## src/rtl/echo_tof_timer.sv

```systemverilog
// Ultrasonic time-of-flight timer: fires a burst, blanks ring-down,
// then times the first synchronized rising echo edge or reports a timeout,
// and finally enforces a hold-off gap before the next shot.
module echo_tof_timer #(
    parameter int unsigned CNT_W          = 16,
    parameter int unsigned BURST_CYCLES   = 400,
    parameter int unsigned BLANK_CYCLES   = 2000,
    parameter int unsigned TIMEOUT_CYCLES = 60000,
    parameter int unsigned HOLDOFF_CYCLES = 5000
) (
    input  logic             gclk,
    input  logic             rstn,
    input  logic             cfg_done,
    input  logic             start,
    input  logic             echo_in,
    output logic             burst_en,
    output logic             busy,
    output logic [CNT_W-1:0] tof,
    output logic             tof_valid,
    output logic             no_echo
);

    localparam int unsigned HW = (HOLDOFF_CYCLES > 1) ? $clog2(HOLDOFF_CYCLES) : 1;

    localparam logic [CNT_W-1:0] BURST_C = CNT_W'(BURST_CYCLES);
    localparam logic [CNT_W-1:0] BLANK_C = CNT_W'(BLANK_CYCLES);
    localparam logic [CNT_W-1:0] LAST_C  = CNT_W'(TIMEOUT_CYCLES - 1);
    localparam logic [HW-1:0]    HOLD_LAST_C = HW'(HOLDOFF_CYCLES - 1);

    typedef enum logic [2:0] {
        ST_IDLE,
        ST_BURST,
        ST_BLANK,
        ST_LISTEN,
        ST_HOLDOFF
    } state_e;

    state_e           state_q, state_d;
    logic [CNT_W-1:0] cnt_q, cnt_d;
    logic [HW-1:0]    hold_q, hold_d;
    logic             s1_q, s2_q, s3_q;
    logic             echo_rise;

    logic             burst_en_q, burst_en_d;
    logic             busy_q, busy_d;
    logic [CNT_W-1:0] tof_q, tof_d;
    logic             tof_valid_q, tof_valid_d;
    logic             no_echo_q, no_echo_d;

    assign echo_rise = s2_q & ~s3_q;

    // State, counters and echo synchronizer/edge-detector flops
    always_ff @(posedge gclk or negedge rstn) begin
        if (!rstn) begin
            state_q <= ST_IDLE;
            cnt_q   <= '0;
            hold_q  <= '0;
            s1_q    <= 1'b0;
            s2_q    <= 1'b0;
            s3_q    <= 1'b0;
        end else begin
            state_q <= state_d;
            cnt_q   <= cnt_d;
            hold_q  <= hold_d;
            s1_q    <= echo_in;
            s2_q    <= s1_q;
            s3_q    <= s2_q;
        end
    end

    // Next-state and counter logic; a cfg_done drop while measuring aborts to IDLE
    always_comb begin
        state_d = state_q;
        cnt_d   = cnt_q;
        hold_d  = hold_q;
        unique case (state_q)
            ST_IDLE: begin
                cnt_d  = '0;
                hold_d = '0;
                if (start && cfg_done) begin
                    state_d = ST_BURST;
                end
            end
            ST_BURST: begin
                if (!cfg_done) begin
                    state_d = ST_IDLE;
                    cnt_d   = '0;
                end else begin
                    cnt_d = cnt_q + CNT_W'(1);
                    // BURST may equal BLANK, in which case blanking is skipped entirely
                    if (cnt_d >= BLANK_C) begin
                        state_d = ST_LISTEN;
                    end else if (cnt_d >= BURST_C) begin
                        state_d = ST_BLANK;
                    end
                end
            end
            ST_BLANK: begin
                if (!cfg_done) begin
                    state_d = ST_IDLE;
                    cnt_d   = '0;
                end else begin
                    cnt_d = cnt_q + CNT_W'(1);
                    if (cnt_d >= BLANK_C) begin
                        state_d = ST_LISTEN;
                    end
                end
            end
            ST_LISTEN: begin
                if (!cfg_done) begin
                    state_d = ST_IDLE;
                    cnt_d   = '0;
                end else if (echo_rise || (cnt_q == LAST_C)) begin
                    state_d = ST_HOLDOFF;
                    cnt_d   = '0;
                    hold_d  = '0;
                end else begin
                    cnt_d = cnt_q + CNT_W'(1);
                end
            end
            ST_HOLDOFF: begin
                if (hold_q == HOLD_LAST_C) begin
                    state_d = ST_IDLE;
                    hold_d  = '0;
                end else begin
                    hold_d = hold_q + HW'(1);
                end
            end
            default: begin
                state_d = ST_IDLE;
                cnt_d   = '0;
                hold_d  = '0;
            end
        endcase
    end

    // Output decode: echo capture wins over timeout in the same cycle
    always_comb begin
        burst_en_d  = (state_d == ST_BURST);
        busy_d      = (state_d != ST_IDLE);
        tof_d       = tof_q;
        tof_valid_d = 1'b0;
        no_echo_d   = 1'b0;
        if ((state_q == ST_LISTEN) && cfg_done) begin
            if (echo_rise) begin
                tof_d       = cnt_q;
                tof_valid_d = 1'b1;
            end else if (cnt_q == LAST_C) begin
                tof_d     = '1;
                no_echo_d = 1'b1;
            end
        end
    end

    // Registered outputs
    always_ff @(posedge gclk or negedge rstn) begin
        if (!rstn) begin
            burst_en_q  <= 1'b0;
            busy_q      <= 1'b0;
            tof_q       <= '0;
            tof_valid_q <= 1'b0;
            no_echo_q   <= 1'b0;
        end else begin
            burst_en_q  <= burst_en_d;
            busy_q      <= busy_d;
            tof_q       <= tof_d;
            tof_valid_q <= tof_valid_d;
            no_echo_q   <= no_echo_d;
        end
    end

    assign burst_en  = burst_en_q;
    assign busy      = busy_q;
    assign tof       = tof_q;
    assign tof_valid = tof_valid_q;
    assign no_echo   = no_echo_q;

endmodule

```

## config.mk

```make
export PLATFORM = sky130hd
export DESIGN_NAME = echo_tof_timer
export DESIGN_NICKNAME = d
export VERILOG_FILES = /design/src/rtl/echo_tof_timer.sv
export SDC_FILE = /design/constraint.sdc
export NUM_CORES = 1
export LEC_CHECK = 0
export ABC_AREA = 1
export CAP_MARGIN = 20
export CORE_AREA = 5 5 84 86
export CTS_CLUSTER_SIZE = 8
export DETAILED_ROUTE_END_ITERATION = 12
export DIE_AREA = 0 0 89 91
export GPL_ROUTABILITY_DRIVEN = 0
export PLACE_DENSITY = 0.71
export SYNTH_ARGS = -nofsm -noshare
export SYNTH_HDL_FRONTEND = slang
export SYNTH_SLANG_ARGS = --single-unit
```

## constraint.sdc

```tcl
create_clock -name gclk -period 1.6 [get_ports gclk]
set_input_delay 0.24 -clock gclk [delete_from_list [all_inputs] [get_ports gclk]]
set_output_delay 0.24 -clock gclk [all_outputs]
set_load 0.01 [all_outputs]
```

=== After elaboration in Yosys (flattened, before gate mapping) ===
Cells that the tools add are included.

* Shift-type cells: 0
* Multipliers: 0
* Add/sub/neg operators: 2
* Order comparisons: 2
* Divide/modulo/power cells: 0
* Muxes and demuxes: 25
* Reductions and logical operators: 9
* Bitwise operators: 3
* Eq/ne operators: 9

{| class="wikitable"
|+ Operators with widths
! kind !! count
|-
| $mux W16 || 5
|-
| $pmux W16 S3 || 1
|-
| $mux W13 || 3
|-
| $pmux W13 S3 || 1
|-
| $mux W3 || 9
|-
| $add A16 B1 Y16 const B || 1
|-
| $eq A16 B16 Y1 const B || 1
|-
| $ge A16 B11 Y1 const B || 1
|-
| $ge A16 B9 Y1 const B || 1
|-
| $pmux W3 S5 || 1
|-
| $add A13 B1 Y13 const B || 1
|-
| $eq A13 B13 Y1 const B || 1
|-
| $eq A3 B1 Y1 const B || 2
|-
| $eq A3 B2 Y1 const B || 2
|-
| $mux W1 || 5
|-
| $ne A2 B2 Y1 const B || 2
|-
| $eq A3 B3 Y1 const B || 1
|-
| $logic_not A3 Y1 || 1
|-
| $reduce_and A3 Y1 || 1
|-
| $reduce_bool A3 Y1 || 1
|-
| $logic_and A1 B1 Y1 || 2
|-
| $not A1 Y1 || 2
|-
| $reduce_and A2 Y1 || 1
|-
| $reduce_bool A2 Y1 || 1
|-
| other kinds (3) || 3
|}

* Memories: 0
* Word-level logic and storage cells: 61
* Register bits: 55
* RAM bits: 0
* Bits in latches: 0
* Output and inout bits: 20
* Bits in read-only memories: 0
* Bits of input ports: 5

=== Logic depth before layout (Yosys ltp) ===
* Depth after elaboration: 7
* Mapped depth: 16
* Depth with buffers taken out: 16

=== Least setup slack after synthesis ===
No wires, ideal clock.

* Path kind: reg-to-reg
* Start: register cnt_q[0]
* End: register busy_q (netlist: busy)
* Buffers on the path: 0
* Library setup time: 117 ps
* Slack: -131 ps
* Clock period less this slack: 1,731 ps
* Data arrival time: 1,614 ps
* Data required time: 1,483 ps
* Stages on the path, launching flop included: 15
* Cells stage by stage: dfrtp_1 ha_1 nand2_2 nor2_2 nand2_2 nor2_4 nand3_1 nand2_1 nand2_1 nor2_2 nand3_1 nand3_2 nand2_2 nor2_2 nand2_1

* Word-level cells in the longest chain between the ends: 7
* Elaborated cells between the ends (all ways): 14
* Classes of those cells: 1 x add/sub; 2 x order compare; 1 x eq/ne; 8 x mux; 2 x reduce/logical

{| class="wikitable"
|+ RTL lines
! what !! line !! RTL
|-
| start, declared || 39 || <nowiki>logic [CNT_W-1:0] cnt_q, cnt_d;</nowiki>
|-
| start signal, assigned || 63 || <nowiki>cnt_q <= cnt_d;</nowiki>
|-
| $add A16 B1 Y16 || 89, 103 ||
|-
| $ge A16 B9 Y1 || 93 || <nowiki>end else if (cnt_d >= BURST_C) begin</nowiki>
|-
| $mux W3 || 93 ||
|-
| $mux W3 || 91 || <nowiki>if (cnt_d >= BLANK_C) begin</nowiki>
|-
| $mux W3 || 85 || <nowiki>if (!cfg_done) begin</nowiki>
|-
| $pmux W3 S5 (*) || 76 || <nowiki>unique case (state_q)</nowiki>
|-
| $reduce_bool A3 Y1 (*) || 140 || <nowiki>busy_d = (state_d != ST_IDLE);</nowiki>
|-
| named net busy_d || 45 || <nowiki>logic busy_q, busy_d;</nowiki>
|-
| end signal, assigned || 165 || <nowiki>busy_q <= busy_d;</nowiki>
|-
| end, declared || 45 ||
|}

Mark *: on every way through the listed nets, which the timed path passes. The rest lies on a longest branch.
A chain may end at the register's enable or synchronous reset.

=== Final worst setup path ===
* Start: register cnt_q[1]
* End: register busy_q (netlist: busy)

* Word-level cells in the longest chain between the ends: 7
* Elaborated cells between the ends (all ways): 14
* Classes of those cells: 1 x add/sub; 2 x order compare; 1 x eq/ne; 8 x mux; 2 x reduce/logical

{| class="wikitable"
|+ RTL lines
! what !! line !! RTL
|-
| $add A16 B1 Y16 || 89, 103 ||
|-
| $ge A16 B9 Y1 || 93 ||
|-
| $mux W3 || 93 ||
|-
| $mux W3 || 91 ||
|-
| $mux W3 || 85 ||
|-
| $pmux W3 S5 (*) || 76 ||
|-
| named net state_d[0] || 38 || <nowiki>state_e state_q, state_d;</nowiki>
|-
| $reduce_bool A3 Y1 (*) || 140 ||
|-
| named net busy_d || 45 ||
|}

Marked as above.

==> impl_summary.log <==
INFO  metric holdCritPathClass = input pin to flop
INFO  metric rsz0062_at_grt = yes
INFO  metric synth_largest_type_area_fraction = 46.4%
INFO  metric setup.worst_path.class = flop to flop
INFO  metric synth_top_family_by_area = simple AND/OR/NAND/NOR gates
INFO  metric p_leak = 0.00181 µW
INFO  metric power.density_cell_area = 602 nW/µm²
INFO  metric die_area = 8100 µm²
INFO  metric timing.critical_path.slowest_cell_delay = 0.41 ns
INFO  metric synth_compound_gate_area_share = 9.45%
INFO  metric critPathMostFrequentCell = sky130_fd_sc_hd__nand2_1
INFO  metric avgSynthCellArea = 7.83 µm²
INFO  metric max-cap-violations = 0
INFO  metric hold_viol = 0
INFO  metric final.period_utilization = 117%
INFO  metric synth_xor_xnor_area_share = 1.77%
INFO  metric dieHeight = 91 µm
INFO  metric grtUsageTotal = 20.6%
INFO  metric clk-insertion-delay-late = 0.32 ns
INFO  metric hpwl = 5420 µm
INFO  metric finalNetCount = 478
INFO  metric drive_above_1_share = 27.4%
INFO  metric setup_slack = -0.275 ns
INFO  metric numClockSinks = 55
INFO  metric route.detailed.vias_per_inst = 5.15
INFO  metric yosys.area_share.simple = 34.1%
INFO  metric synth.cell_area = 2970 µm²
INFO  metric final_wirelength = 7660 µm
INFO  metric outcome = finished, violations left
INFO  metric total_power = 2440 µW
INFO  metric placed_cells = 532
INFO  metric crit_path_start_kind = flop
INFO  metric critPathMaxFanout = 6
INFO  metric fraction_of_the_mapped_netlist_area_in_adder_cells = 1.27%
INFO  metric die-width = 89 µm
INFO  metric timing.final.setup_violations = 50
INFO  metric grt_antenna_before_repair = 0
INFO  metric route.antenna.remaining_nets = 0
INFO  metric critical_path_required = 1.81 ns
INFO  metric multi_input_area = 1540 µm²
INFO  metric relSlewSlack = 75.5%
INFO  metric synth_largest_area_cell = sky130_fd_sc_hd__dfrtp_1
INFO  metric synthMuxAreaShare = 0%
INFO  metric avgRoutedWirePerCell = 14.0 µm
INFO  metric violations = negative setup slack
INFO  metric transition_time_at_the_pin_with_the_least_slew_margin = 0.367 ns
INFO  metric ys_top_cells_by_area = sky130_fd_sc_hd__dfrtp_1 46%, sky130_fd_sc_hd__nand2_1 10%, sky130_fd_sc_hd__nor2_1 5.7%
INFO  metric placement.io_buffers = 24
INFO  metric mappedNetlistNets = 387
INFO  metric timing.fmax = 533 MHz
INFO  metric grt_max_degree = 56
INFO  metric clock-root-buffer = sky130_fd_sc_hd__clkbuf_8
INFO  metric syn_to_layout_area_delta = 36.7%
INFO  metric cp-end-kind = flop
INFO  metric cts_tree = yes
INFO  metric post-route-util = 65.4%
INFO  metric n_antenna_cell = 0
INFO  metric critical_path_slowest_stage_cell = sky130_fd_sc_hd__dfrtp_1
INFO  metric final_period_minus_worst_setup_slack = 1.88 ns
INFO  metric clock_tree.htree_level_count = 2
INFO  metric layout.cells.non_filler = 548
INFO  metric floorplan.core_area = 6200 µm²
INFO  metric io-pin-count = 25
INFO  metric worst_path_buffer_plus_inverter_count = 1
INFO  metric fillerInstances = 502
INFO  metric vias_in_the_first_global_route = 2821
INFO  metric start_util = 47.8%
INFO  metric seq_area = 1380 µm²
INFO  metric skew = 0.00843 ns
INFO  metric yosysWarningCount = 0
INFO  metric cp_data_arrival_time = 2.09 ns
INFO  metric grt_pass1_wl = 13400 µm
INFO  metric detail_route.first_pass.iterations = 4
INFO  metric tritoncts.num_buffers = 5
INFO  metric dr.first_iter.drc_count = 196
INFO  metric drv_slew = 0
INFO  metric synthCells = 379
INFO  metric core.rowCount = 29
INFO  metric ir_drop = 0.415 mV
INFO  metric preCtsSetupSlack = -0.340 ns
INFO  metric worstPathCellList = buf_6 -> nand2_1 -> nor2_4 -> nand2_4 -> nor2_1 -> nand2_1 -> nand2_2 -> nand3_2 -> nor2_4 -> nand3_2 -> nand2_2 -> nand2_4 -> nor2_2 -> nand2_1
INFO  metric clkTransAtPathRegs = 0.10 ns
INFO  metric netlist-cell-type-count = 30
INFO  metric worst_case_clock_buffer_depth = 2
INFO  metric num_vias = 2821
INFO  metric share_of_the_yosys_chip_area_belonging_to_registers = 46.4%
INFO  metric family_with_the_most_delay_on_the_worst_path = simple AND/OR/NAND/NOR gates
INFO  metric grt_overflow_total = 0
INFO  metric synth_seq_cells = 55
INFO  metric drt_drc_violations_left = 0
## placed cells by master (no fill, tap or decap), types with 11 or more instances in the layout
cell type,n
sky130_fd_sc_hd__nand3_1,25
sky130_fd_sc_hd__nand2_1,71
sky130_fd_sc_hd__buf_4,57
sky130_fd_sc_hd__nor2_4,11
sky130_fd_sc_hd__nor2_1,42
sky130_fd_sc_hd__dfrtp_1,54
sky130_fd_sc_hd__nand2_2,18
sky130_fd_sc_hd__inv_1,42
sky130_fd_sc_hd__o21ai_0,15
sky130_fd_sc_hd__a21oi_1,17
sky130_fd_sc_hd__clkdlybuf4s50_1,23
## sequential cells by signal, summed over array words and instances (netlist names)
| signal | cells |
|---|---|
| cnt_q | 16 |
| tof | 16 |
| hold_q | 13 |
| state_q | 3 |
| burst_en | 1 |
| busy | 1 |
| no_echo | 1 |
| s1_q | 1 |
| s2_q | 1 |
| s3_q | 1 |
| tof_valid | 1 |
## synth_stat cells (all sizes together)
library cell,instances
nand3,31
o21bai,1
nor4,3
nor3,10
xor2,6
dfrtp,55
a21oi,17
buf,3
o21ai,23
nand4,10
o22ai,7
inv,46
o211ai,1
nand3b,5
clkinv,1
ha,3
o2111ai,1
clkbuf,3
nand2,95
nor2,58
## cell families after synthesis
logic type / Yosys count
and+or+nand+nor: 212
DFF: 55
adders and majority gates: 3
xor gates and xnor gates: 6
AOI/OAI and AO/OA: 50
buffers and inverters: 53
## final timing paths
kind,startpoint,endpoint,slack [ns],cells after the start
worst max-delay path,cnt_q[1]$_DFFE_PN0N_,busy$_DFF_PN0_,-0.28,14
worst min-delay path,echo_in,s1_q$_DFF_PN0_,0.35,1
worst max register to register,cnt_q[1]$_DFFE_PN0N_,busy$_DFF_PN0_,-0.28,14
worst min register to register,s1_q$_DFF_PN0_,s2_q$_DFF_PN0_,0.36,0
max in group asynchronous,rstn,cnt_q[0]$_DFFE_PN0N_,0.88,3
min in group asynchronous,rstn,tof_valid$_DFF_PN0_,0.44,3
## final cells by class
| class | instances | share of cell area, % |
|---|---|---|
| multi-input cells | 272 | 38.1 |
| flip-flops and latches | 55 | 34.0 |
| repair buffers | 89 | 19.2 |
| clock buffers | 7 | 1.88 |
| well taps | 77 | 2.38 |
| clock inverters | 1 | 0.123 |
| inverters | 47 | 4.41 |
## routing by layer
layer	global-route usage (%)	routed length, µm	vias up	part of all wire, %
met5	0	0	-	0
met2	31.4	3570	56	47
met3	3.26	287	12	3.7
met1	30.6	3680	1329	48
met4	5.33	127	0	1.7
li1	-	-	1424	-
## repair_timing
action                                 4_1_cts  5_1_grt
setup endpoints to repair                   49       52
resized for setup                           12       30
endpoints found under the hold margin       55        0
cloned                                       1        0
hold buffers                                 1        0
buffers inserted                             2        4
pin swaps                                    3        9
## stage by stage
| step | cell area, µm² | TNS [ns] | hold slack (ns) |
|---|---|---|---|
| final | 4060 | -6.67 | 0.353 |
| after detailed placement | 3760 | -6.24 | 0.264 |
| after CTS | 3930 | -6.13 | 0.353 |
| after floorplan | 2990 | -0.245 | -0.0556 |
| after global routing | 4060 | -11.54 | 0.365 |
| after global placement | 3760 | -3.98 | 0.264 |
## power breakdown
group	total [µW]	switching (µW)	leakage (µW)	internal (µW)
Combinational	231	124	0.00105	106
Clock	772	463	0.0000422	309
Sequential	1440	18.8	0.000720	1420
Total	2440	606	0.00181	1840
Note: power is estimated with default switching activity, not from simulation.
